==> src/rtl/memorio_bridge.sv <==
// memorio_bridge: memory/IO bridge for the single-cycle MIPS CPU.
// Routes loads/stores to data memory or to the board peripherals (LEDs,
// debounced switches, eight-digit multiplexed 7-segment display).
// Optional build macro SEG_LEAD_ZERO_BLANK_EN blanks leading zero digits.
module memorio_bridge #(
  parameter logic [19:0] DEBOUNCE_CYCLES = 20'd1000000,
  parameter logic [16:0] SCAN_DIV        = 17'd100000
) (
  input  logic        clock,
  input  logic        reset_n,
  input  logic        mem_read,
  input  logic        mem_write,
  input  logic        io_read,
  input  logic        io_write,
  input  logic [31:0] addr_in,
  input  logic [31:0] m_rdata,
  input  logic [31:0] r_wdata,
  input  logic [23:0] switch_in,
  output logic [31:0] addr_out,
  output logic [31:0] r_rdata,
  output logic [31:0] write_data,
  output logic [23:0] led_out,
  output logic [7:0]  seg_an,
  output logic [7:0]  seg_out
);

  localparam logic [31:0] LED_ADDR = 32'hFFFF_FC60;
  localparam logic [31:0] SW_ADDR  = 32'hFFFF_FC70;
  localparam logic [31:0] SEG_ADDR = 32'hFFFF_FC80;

  logic [23:0] led_r;
  logic [31:0] seg_val_r;
  logic [23:0] sw_db_r;
  logic [23:0] sync1_r;
  logic [23:0] sync2_r;
  logic [23:0] cand_r;
  logic [19:0] db_cnt_r;
  logic [16:0] scan_cnt_r;
  logic [2:0]  dig_r;

  logic [19:0] db_cnt_next_s;
  logic        db_stable_s;
  logic [3:0]  nibble_s;
  logic        blank_s;

  // Hex digit to active-low segment pattern, decimal point off.
  function automatic logic [7:0] hex_to_seg(input logic [3:0] nib);
    logic [7:0] pat;
    case (nib)
      4'h0:    pat = 8'hC0;
      4'h1:    pat = 8'hF9;
      4'h2:    pat = 8'hA4;
      4'h3:    pat = 8'hB0;
      4'h4:    pat = 8'h99;
      4'h5:    pat = 8'h92;
      4'h6:    pat = 8'h82;
      4'h7:    pat = 8'hF8;
      4'h8:    pat = 8'h80;
      4'h9:    pat = 8'h90;
      4'hA:    pat = 8'h88;
      4'hB:    pat = 8'h83;
      4'hC:    pat = 8'hC6;
      4'hD:    pat = 8'hA1;
      4'hE:    pat = 8'h86;
      4'hF:    pat = 8'h8E;
      default: pat = 8'hFF;
    endcase
    return pat;
  endfunction

  assign addr_out = addr_in;
  assign led_out  = led_r;

  // Store data reaches data memory only during a memory store.
  always_comb begin
    write_data = 32'h0;
    if (mem_write) begin
      write_data = r_wdata;
    end else begin
      write_data = 32'h0;
    end
  end

  // Load data mux; a memory load takes priority over an IO load.
  always_comb begin
    r_rdata = 32'h0;
    if (mem_read) begin
      r_rdata = m_rdata;
    end else if (io_read && (addr_in == SW_ADDR)) begin
      r_rdata = {8'h0, sw_db_r};
    end else if (io_read && (addr_in == SEG_ADDR)) begin
      r_rdata = seg_val_r;
    end else begin
      r_rdata = 32'h0;
    end
  end

  // IO register writes; unmapped and switch-address writes fall through.
  always_ff @(posedge clock) begin
    if (!reset_n) begin
      led_r     <= 24'h0;
      seg_val_r <= 32'h0;
    end else begin
      if (io_write && (addr_in == LED_ADDR)) begin
        led_r <= r_wdata[23:0];
      end
      if (io_write && (addr_in == SEG_ADDR)) begin
        seg_val_r <= r_wdata;
      end
    end
  end

  // Debounce counter: restart on any change, saturate at the accept point.
  always_comb begin
    db_stable_s   = (sync2_r == cand_r);
    db_cnt_next_s = 20'h0;
    if (!db_stable_s) begin
      db_cnt_next_s = 20'h0;
    end else if (db_cnt_r == (DEBOUNCE_CYCLES - 20'd1)) begin
      db_cnt_next_s = db_cnt_r;
    end else begin
      db_cnt_next_s = db_cnt_r + 20'd1;
    end
  end

  // Switch synchronizer, candidate latch and debounced value.
  always_ff @(posedge clock) begin
    if (!reset_n) begin
      sync1_r  <= 24'h0;
      sync2_r  <= 24'h0;
      cand_r   <= 24'h0;
      db_cnt_r <= 20'h0;
      sw_db_r  <= 24'h0;
    end else begin
      sync1_r  <= switch_in;
      sync2_r  <= sync1_r;
      cand_r   <= sync2_r;
      db_cnt_r <= db_cnt_next_s;
      if (db_stable_s && (db_cnt_next_s == (DEBOUNCE_CYCLES - 20'd1))) begin
        sw_db_r <= cand_r;
      end
    end
  end

  // Display scan: dwell SCAN_DIV cycles per digit, digit index wraps 7 -> 0.
  always_ff @(posedge clock) begin
    if (!reset_n) begin
      scan_cnt_r <= 17'h0;
      dig_r      <= 3'h0;
    end else if (scan_cnt_r == (SCAN_DIV - 17'd1)) begin
      scan_cnt_r <= 17'h0;
      dig_r      <= dig_r + 3'd1;
    end else begin
      scan_cnt_r <= scan_cnt_r + 17'd1;
    end
  end

  // Digit enable and segment decode for the currently scanned digit.
  always_comb begin
    nibble_s = seg_val_r[{dig_r, 2'b00} +: 4];
`ifdef SEG_LEAD_ZERO_BLANK_EN
    blank_s  = (dig_r != 3'd0) && ((seg_val_r >> {dig_r, 2'b00}) == 32'h0);
`else
    blank_s  = 1'b0;
`endif
    if (blank_s) begin
      seg_an = 8'hFF;
    end else begin
      seg_an = ~(8'h01 << dig_r);
    end
    seg_out = hex_to_seg(nibble_s);
  end

endmodule

==> config.mk <==
export PLATFORM = sky130hd
export DESIGN_NAME = memorio_bridge
export DESIGN_NICKNAME = d
export VERILOG_FILES = /design/src/rtl/memorio_bridge.sv
export SDC_FILE = /design/constraint.sdc
export NUM_CORES = 1
export LEC_CHECK = 0
export ABC_AREA = 1
export BUFFER_PORTS_ARGS = -buffer_cell sky130_fd_sc_hd__buf_2
export CORE_AREA = 4 4 175 177
export CTS_BUF_LIST = sky130_fd_sc_hd__clkbuf_4 sky130_fd_sc_hd__clkbuf_8
export DETAILED_ROUTE_END_ITERATION = 12
export DIE_AREA = 0 0 179 181
export GPL_TIMING_DRIVEN = 1
export SETUP_SLACK_MARGIN = 0.02
export SYNTH_ARGS = -nofsm -noshare
export SYNTH_HDL_FRONTEND = slang
export SYNTH_SLANG_ARGS = --single-unit
==> constraint.sdc <==
create_clock -name clock -period 1.95 [get_ports clock]
set_input_delay 0.0975 -clock clock [delete_from_list [all_inputs] [get_ports clock]]
set_output_delay 0.0975 -clock clock [all_outputs]
set_load 0.02 [all_outputs]
# ---- After elaboration in Yosys (flattened, before gate mapping)
# Memory sizes are Yosys's and may differ from the RTL's.
# Cells that the tools add are included.
dict set report op_classes {
  n_addsub 3
  multipliers 0
  n_div 0
  n_lt_le_gt_ge 0
  eq_ne 7
  shift 2
  mux 6
  n_bitwise 2
  n_reduce_logical 6
}
# op count
set ops {}
lappend ops {{$mux W32} 4}
lappend ops {{$eq A32 B32 Y1 const B} 3}
lappend ops {{$eq A20 B20 Y1 const B} 2}
lappend ops {{$mux W20} 2}
lappend ops {{$shiftx A32 B6 Y4} 1}
lappend ops {{$eq A24 B24 Y1} 1}
lappend ops {{$add A20 B1 Y20 const B} 1}
lappend ops {{$add A17 B1 Y17 const B} 1}
lappend ops {{$eq A17 B17 Y1 const B} 1}
lappend ops {{$not A8 Y8} 1}
lappend ops {{$shl A1 B3 Y8 const A} 1}
lappend ops {{$logic_and A1 B1 Y1} 5}
lappend ops {{$add A3 B1 Y3 const B} 1}
lappend ops {{$reduce_or A2 Y1} 1}
lappend ops {{$not A1 Y1} 1}
dict set report totals {
  register_bits 192
  latch_bits 0
  ramBits 0
  mem_bits_ro 112
  inputBits 126
  word_cells 36
  memories 1
}
# memory words width read_ports rd_ports_with_merged_regs write_ports line_no
set mem_list {}
lappend mem_list {{(no name shown)} 16 7 1 0 0 49} ;# case (nib)

# ---- Logic depth before layout (Yosys ltp)
# Gate-level depths: netlist of the first run.
dict set report depth {
  word_depth 5
  ltp_mapped 17
  depth_no_buf 16
}

# ---- Worst setup path after synthesis of the first run
# No wires, ideal clock.
dict set report synth_path {
  kind {reg-to-output}
  start {reg dig_r[0]}
  end {out seg_out[1]}
  t_arrival_ns 2.261
  t_required_ns 1.852
  path_slack_ns -0.408
  path_stages_with_launch 11
  n_path_buf 1
  path_cell_list {dfxtp_1 inv_1 clkbuf_1 o21ai_0 nand2_1 inv_1 o21ai_0 inv_1 ha_1 o21ai_0 a21boi_0}
}
dict set report synth_between {
  elab_chain_len 2
}
# item line_no
set synth_rtl {}
lappend synth_rtl {{from (decl)} 39} ;# logic [2:0] dig_r;
lappend synth_rtl {{from (signal assigned)} 152} ;# dig_r <= dig_r + 3'd1;
lappend synth_rtl {{$shiftx A32 B6 Y4} 160} ;# nibble_s = seg_val_r[{dig_r, 2'b00} +: 4];
lappend synth_rtl {{$mem_v2 Z16 W7} -}
lappend synth_rtl {{to (decl)} 24} ;# output logic [7:0] seg_out
# Every way passes these cells.

# ---- Final worst setup path of the first run
dict set report layout_path {
  start {reg dig_r[0]}
  end {out seg_out[0]}
}
# Same word-level chain as after synthesis.

==> results of run 1 <==
## registers in the layout, indices dropped and copies added (netlist names)
register    count
seg_val_r      32
cand_r         24
led_out        24
sw_db_r        24
sync1_r        24
sync2_r        24
db_cnt_r       20
scan_cnt_r     17
dig_r           3
## cell type report
type	instances	share of cell area
inverter	318	0.0770
tap	390	0.0309
clock inverter	12	0.00745
timing repair buffer	534	0.254
timing repair inverter	1	0.000476
antenna	2	0.000317
clock buffer	20	0.0170
multi-input combinational	943	0.364
sequential	192	0.249
## worst max-delay path by stage
stage | start | end | slack [ns] | cells after the start
after global routing | dig_r[0] | seg_out[1] | -0.70 | 11
after global placement | db_cnt_r[2] | sw_db_r[12] | -0.37 | 10
after floorplan | addr_in[5] | r_rdata[24] | -0.08 | 5
after CTS | dig_r[0] | seg_out[3] | -0.56 | 11
final | dig_r[0] | seg_out[0] | -0.56 | 13
after detailed placement | db_cnt_r[2] | sw_db_r[20] | -0.42 | 10
## logic make-up after synthesis
family | synth area share
and+or+nand+nor | 0.280
AOI/OAI and AO/OA | 0.129
buffers and inverters | 0.170
xor gates and xnor gates | 0.0208
DFF | 0.383
adders and majority gates | 0.0174
other | 0.000373
## metal layers
layer | global-route usage | share of wire | wire [um]
met5 | 0 | 0 | 0
met4 | 0.0844 | 0.036 | 1370
met3 | 0.0326 | 0.046 | 1750
met2 | 0.389 | 0.51 | 19500
met1 | 0.252 | 0.41 | 15400
## worst min-delay path: cells and delay by family
family | cells | cell delay, ns
buffers and inverters | 1 | 0.08
AO/OA/AOI/OAI | 1 | 0.08
AND/OR/NAND/NOR | 1 | 0.23
## timing repair
| item | CTS | global route |
|---|---|---|
| buffers inserted | 42 | 12 |
| cloned | 8 | 5 |
| setup endpoints to repair | 35 | 75 |
| endpoints found under the hold margin | 79 | 0 |
| hold buffers | 56 | 0 |
| resized for setup | 155 | 293 |
| pin swaps | 43 | 102 |
## cell usage in the layout, fill, tap and decap left out, types with 5 or more instances in the layout
cell | synthesis | layout
buf_12 | 0 | 8
clkinv_4 | 0 | 5
o21ai_2 | 0 | 5
nand2_2 | 3 | 72
ha_4 | 0 | 6
nand4_1 | 32 | 32
dfxtp_1 | 192 | 142
nor3_1 | 9 | 6
a21oi_1 | 112 | 81
o21ai_0 | 96 | 78
inv_2 | 6 | 16
xnor2_1 | 16 | 14
nor4_1 | 9 | 8
ha_1 | 14 | 7
dlygate4sd3_1 | 0 | 56
nor3b_1 | 5 | 5
buf_4 | 35 | 182
nor2_4 | 6 | 16
buf_6 | 4 | 53
nand3_1 | 58 | 23
nand3_4 | 1 | 21
nor2_1 | 94 | 72
buf_2 | 8 | 227
o22ai_4 | 0 | 13
nor2_2 | 6 | 18
o22ai_2 | 0 | 10
dfxtp_4 | 0 | 7
a21oi_2 | 0 | 31
xor2_1 | 6 | 5
nand2_1 | 420 | 343
nand3_2 | 2 | 20
o21ai_1 | 1 | 12
clkbuf_8 | 0 | 19
nand2_4 | 0 | 8
dfxtp_2 | 0 | 43
inv_1 | 306 | 292
## report_power, final
group / total (mW) / switching, mW / internal, mW
Clock: 2.60 / 1.58 / 1.02
Combinational: 1.09 / 0.624 / 0.466
Sequential: 4.03 / 0.0444 / 3.98
## synth_stat cells (14+ instances only)
cell / n / area, um^2
a21oi_1: 112 / 561
o22ai_1: 24 / 150
xnor2_1: 16 / 140
clkbuf_1: 41 / 154
inv_1: 306 / 1150
nand4_1: 32 / 200
nor2_1: 94 / 353
nand2_1: 420 / 1580
dfxtp_1: 192 / 3840
o21ai_0: 96 / 480
nand3_1: 58 / 290
ha_1: 14 / 175
buf_4: 35 / 263
==> reports/metrics.yaml, run 1 <==
hold_class: "input pin to flop"
yosysWarnings: 0
pre_cts_ws_ns: -0.416
slowest_stage: "dfxtp_4"
ys.flop_type: "dfxtp_1"
fin_crit_sh: 1.29
worstSetupEndpointType: "output port"
reg2regPathDepth: 15
row_count: 63
start_kind: "flop"
hold_end: "seg_val_r[30]"
cts.clk_slew.worst_paths_ns: 0.11
cp_data_required_time_ns: 1.85
first_pass_iters: 5
fin_crit_ns: 2.51
path_cells: "clkinvlp_4 -> a21oi_2 -> o21ai_1 -> nand2_1 -> inv_2 -> o21ai_4 -> inv_2 -> buf_6 -> ha_4 -> nand2_4 -> nand3_2 -> a32o_2 -> buf_6"
layout_setup_ws_ns: -0.562
wl_mm: 38.0
fmax_ghz: 0.398
syn-mean-instance-area_um2: 6.52
ys_seq_elements: 192
grt_pass1_vias: 10700
max_slew_margin: 0.240
gp_congestion: 0.931
h-tree-depth: 4
r2r_end: "sw_db_r[16]"
finalPower_mw: 7.72
cp_num_buf_inv: 5
yosysUniqueCellTypes: 46
fin_hold_ws_ns: 0.0525
min-delay-start: "io_write"
finalSetupViolCount: 33
dieArea_mm2: 0.0324
hold_violations: 0
antenna_left: 0
final_cells: 2412
crit_type: "flop to output port"
die_h_um: 181
cts_tree: "yes"
syn_nets: 1681
clkLatencyLatePin_ns: 0.47
rrSetupSlack_ns: -0.37
synthToLayoutAreaGrowth_pct: 57.1
crit_fanout: 6
vias_per_cell: 4.68
nNetsFinal: 2147
clock_skew_ns: 0.0189
netlist_area_mm2: 0.0100
cts_root_buf: "clkbuf_8"
antenna_found_initial: 2
port-buffer-count: 260
grt_setup_unrepaired: "yes"
place_inst: 2262
yosysSeqAreaShare: 0.383
start_util: 0.344
worst_hold_path.num_cells: 3
placed_area_mm2: 0.0127
clock_sinks: 192
critPathMaxStageDelay_ns: 0.40
grt_max_degree: 58
synth_edf_count: 0
powerDensity_mw_per_mm2: 489
tns_ns: -10.92
violations: "setup timing"
place_hpwl_mm: 26.2
n_fill_cell: 2733
power.leakage_nw: 7.53
cts_buffer_depth: 2
syn-instance-count: 1541
drive_above_1_share: 0.408
multi_input_area_mm2: 0.00575
seqCellArea_mm2: 0.00392
drv_cap: 0
num_vias: 11300
worst-endpoint-arrival_ns: 2.41
drcViolationCount: 0
slew_violations: 0
tightest_slew_ns: 1.14
grt_pass1_wl_mm: 55.1
cts_buffers: 17
r2r-start: "db_cnt_r[0]"
wl_per_cell_um: 15.8
post-route-util: 0.540
fp.coreArea_mm2: 0.0292
drt_iter0_drc: 582
cpLargestDelayFamily: "compound AO/OA/AOI/OAI gates"
fin_area_mm2: 0.0158
peakVddDrop_mv: 0.366
track_usage: 0.215
grt_overflow: 0
synth-async-reset-ratio: 0
io_pins: 262
fp.dieW_um: 179
status: "finished with violations"
(Power assumes the default switching activity.)
==> inputs of run 2 (changes only) <==
ABC_AREA = 0   (was 1)
CORE_AREA = 4 4 166 168   (was 4 4 175 177)
DIE_AREA = 0 0 170 172   (was 0 0 179 181)
==> reports/metrics.yaml, run 2 <==
status: "finished with violations"  # unchanged
violations: "setup timing"  # unchanged
fp.coreArea_mm2: 0.0259  # was 0.0292 mm^2
power.leakage_nw: 5.89  # was 7.53 nW
syn_nets: 1146  # was 1681
peakVddDrop_mv: 0.441  # was 0.366 mV
synth-async-reset-ratio: 0  # unchanged
synthToLayoutAreaGrowth_pct: 50.6  # was 57.1%
netlist_area_mm2: 0.00901  # was 0.0100 mm^2
powerDensity_mw_per_mm2: 573  # was 489 mW/mm^2
fmax_ghz: 0.374  # was 0.398 GHz
syn-mean-instance-area_um2: 8.96  # was 6.52 um^2
io_pins: 262  # unchanged
fin_hold_ws_ns: 0.0533  # was 0.0525 ns
gp_congestion: 0.900  # was 0.931
finalPower_mw: 7.78  # was 7.72 mW
wl_mm: 29.2  # was 38.0 mm
fin_crit_ns: 2.67  # was 2.51 ns
antenna_left: 0  # unchanged
yosysWarnings: 0  # unchanged
die_h_um: 172  # was 181 um
cp_data_required_time_ns: 1.85  # about the same
diodes: 0  # was 2
cts_buffer_depth: 2  # unchanged
tightest_slew_ns: 0.503  # was 1.14 ns
worstSetupEndpointType: "output port"  # unchanged
synth_edf_count: 0  # unchanged
yosysTopAreaCell: "dfxtp_1"  # unchanged
grt_setup_unrepaired: "yes"  # unchanged
wl_per_cell_um: 16.6  # was 15.8 um
clock_skew_ns: 0.0141  # was 0.0189 ns
yosysSeqAreaShare: 0.427  # was 0.383
fp.dieW_um: 170  # was 179 um
cts_root_buf: "clkbuf_8"  # unchanged
port-buffer-count: 260  # unchanged
layout_setup_ws_ns: -0.723  # was -0.562 ns
n_fill_cell: 2352  # was 2733
slew_violations: 0  # unchanged
rrSetupSlack_ns: -0.24  # was -0.37 ns
drt_iter0_drc: 424  # was 582
layout_common_cells: "buf_2 (208), dfxtp_1 (183), nand2_1 (157)"  # was nand2_1 (343), inv_1 (292), buf_2 (227)
grt_pass1_wl_mm: 43.8  # was 55.1 mm
clkLatencyLatePin_ns: 0.47  # about the same
place_inst: 1644  # was 2262
dieArea_mm2: 0.0292  # was 0.0324 mm^2
worst-endpoint-arrival_ns: 2.58  # was 2.41 ns
synthTopCellsByCount: "dfxtp_1 (192), nand2_1 (169), and2_1 (109)"  # was nand2_1 (420), inv_1 (306), dfxtp_1 (192)
grt_pass1_vias: 8200  # was 10700
cts.clk_slew.worst_paths_ns: 0.11  # about the same
first_pass_iters: 5  # unchanged
cts_tree: "yes"  # unchanged
crit_fanout: 5  # was 6
yosysMostFrequentCell: "dfxtp_1"  # was nand2_1
drive_above_1_share: 0.408  # about the same
ys_seq_elements: 192  # unchanged
track_usage: 0.191  # was 0.215
hold_class: "input pin to flop"  # unchanged
final_cells: 1756  # was 2412
place_hpwl_mm: 21.2  # was 26.2 mm
num_vias: 8372  # was 11300
cts_buffers: 17  # unchanged
start_kind: "flop"  # unchanged
crit_type: "flop to output port"  # unchanged
ys.flop_type: "dfxtp_1"  # unchanged
max_slew_margin: 0.665  # was 0.240
start_util: 0.348  # was 0.344
regMostFlops: "seg_val_r"  # unchanged
fin_area_mm2: 0.0136  # was 0.0158 mm^2
fin_crit_sh: 1.37  # was 1.29
drcViolationCount: 0  # unchanged
grt_max_degree: 102  # was 58
hold_violations: 0  # unchanged
yosysUniqueCellTypes: 60  # was 46
nNetsFinal: 1548  # was 2147
h-tree-depth: 4  # unchanged
antenna_found_initial: 0  # was 2
placed_area_mm2: 0.0116  # was 0.0127 mm^2
syn-instance-count: 1006  # was 1541
grt_overflow: 0  # unchanged
largest_register_ff_count: 32  # unchanged
row_count: 59  # was 63
synth_top_area_share: 0.427  # was 0.383
mostFrequentLayoutCell: "buf_2"  # was nand2_1
clock_sinks: 192  # unchanged
vias_per_cell: 4.77  # was 4.68
synthTopCellsByArea: "dfxtp_1 (43%), and2_1 (7.6%), nand2_1 (7.0%)"  # was dfxtp_1 (38%), nand2_1 (16%), inv_1 (11%)
finalSetupViolCount: 33  # unchanged
drv_cap: 0  # unchanged
run 2: final timing paths:
| check | from | endpoint | depth (start not counted) |
|---|---|---|---|
| hold reg to reg | sync1_r[6] | sync2_r[6] | 1 |
| hold / removal | reset_n | sw_db_r[0] | 3 |
| setup reg to reg | db_cnt_r[0] | sw_db_r[1] | 9 |
| setup / recovery | dig_r[0] | seg_out[3] | 6 |
run 2: where the power goes:
part | internal, mW | switching (mW)
Combinational | 0.427 | 0.448
Clock | 1.27 | 1.62
Sequential | 3.98 | 0.0319
run 2: layer usage:
layer,track usage,up-vias,part of all wire
met5,0,-,0
met4,0.0455,0,0.015
met3,0.0313,30,0.053
met2,0.367,245,0.53
met1,0.222,3950,0.40
li1,-,4147,-
run 2: kinds of logic (layout without fill, tap and decap cells):
group | count (synthesis) | after routing | share of synthesized area
AND/OR/NAND/NOR | 445 | 445 | 0.253
buffers and inverters | 109 | 524 | 0.0640
adder cells (fa/ha/maj) | 14 | 14 | 0.0194
AO/OA/AOI/OAI | 118 | 118 | 0.0897
XOR/XNOR | 54 | 54 | 0.0525
flip-flops | 192 | 192 | 0.427
other | 1 | 1 | 0.000416
multiplexers | 73 | 73 | 0.0940
run 2: repair_timing:
| action | in CTS | in global routing |
|---|---|---|
| endpoints found under the setup margin | 65 | 70 |
| hold buffers | 56 | 0 |
| buffers inserted | 15 | 11 |
| gates resized for setup | 91 | 110 |
| pin swaps | 37 | 60 |
| endpoints found under the hold margin | 80 | 0 |
| cloned | 5 | 0 |
run 2: through the flow:
step | TNS (ns) | setup WS (ns) | util
global placement | -16.57 | -0.306 | 0.448
detailed placement | -17.06 | -0.350 | 0.448
floorplan | -7.98 | -0.343 | -
CTS | -11.59 | -0.736 | 0.508
global route | -14.86 | -0.793 | 0.524
finish | -9.66 | -0.723 | 0.524
run 2: layout make-up:
cell class / count / area, um^2 / area share
multi-input combinational: 705 / 5160 / 0.380
sequential: 192 / 3860 / 0.284
tap: 335 / 419 / 0.0309
inverter: 12 / 52.6 / 0.00387
timing repair buffer: 480 / 3620 / 0.267
clock inverter: 14 / 209 / 0.0154
clock buffer: 18 / 248 / 0.0183
run 2: worst max-delay path, stage by stage, from the launching register on:
cell and delay, ns:
dfxtp_4 0.39, mux4_2 0.49, mux2_4 0.33, inv_4 0.07, ha_4 0.19, mux4_2 0.48
buf_6 0.15
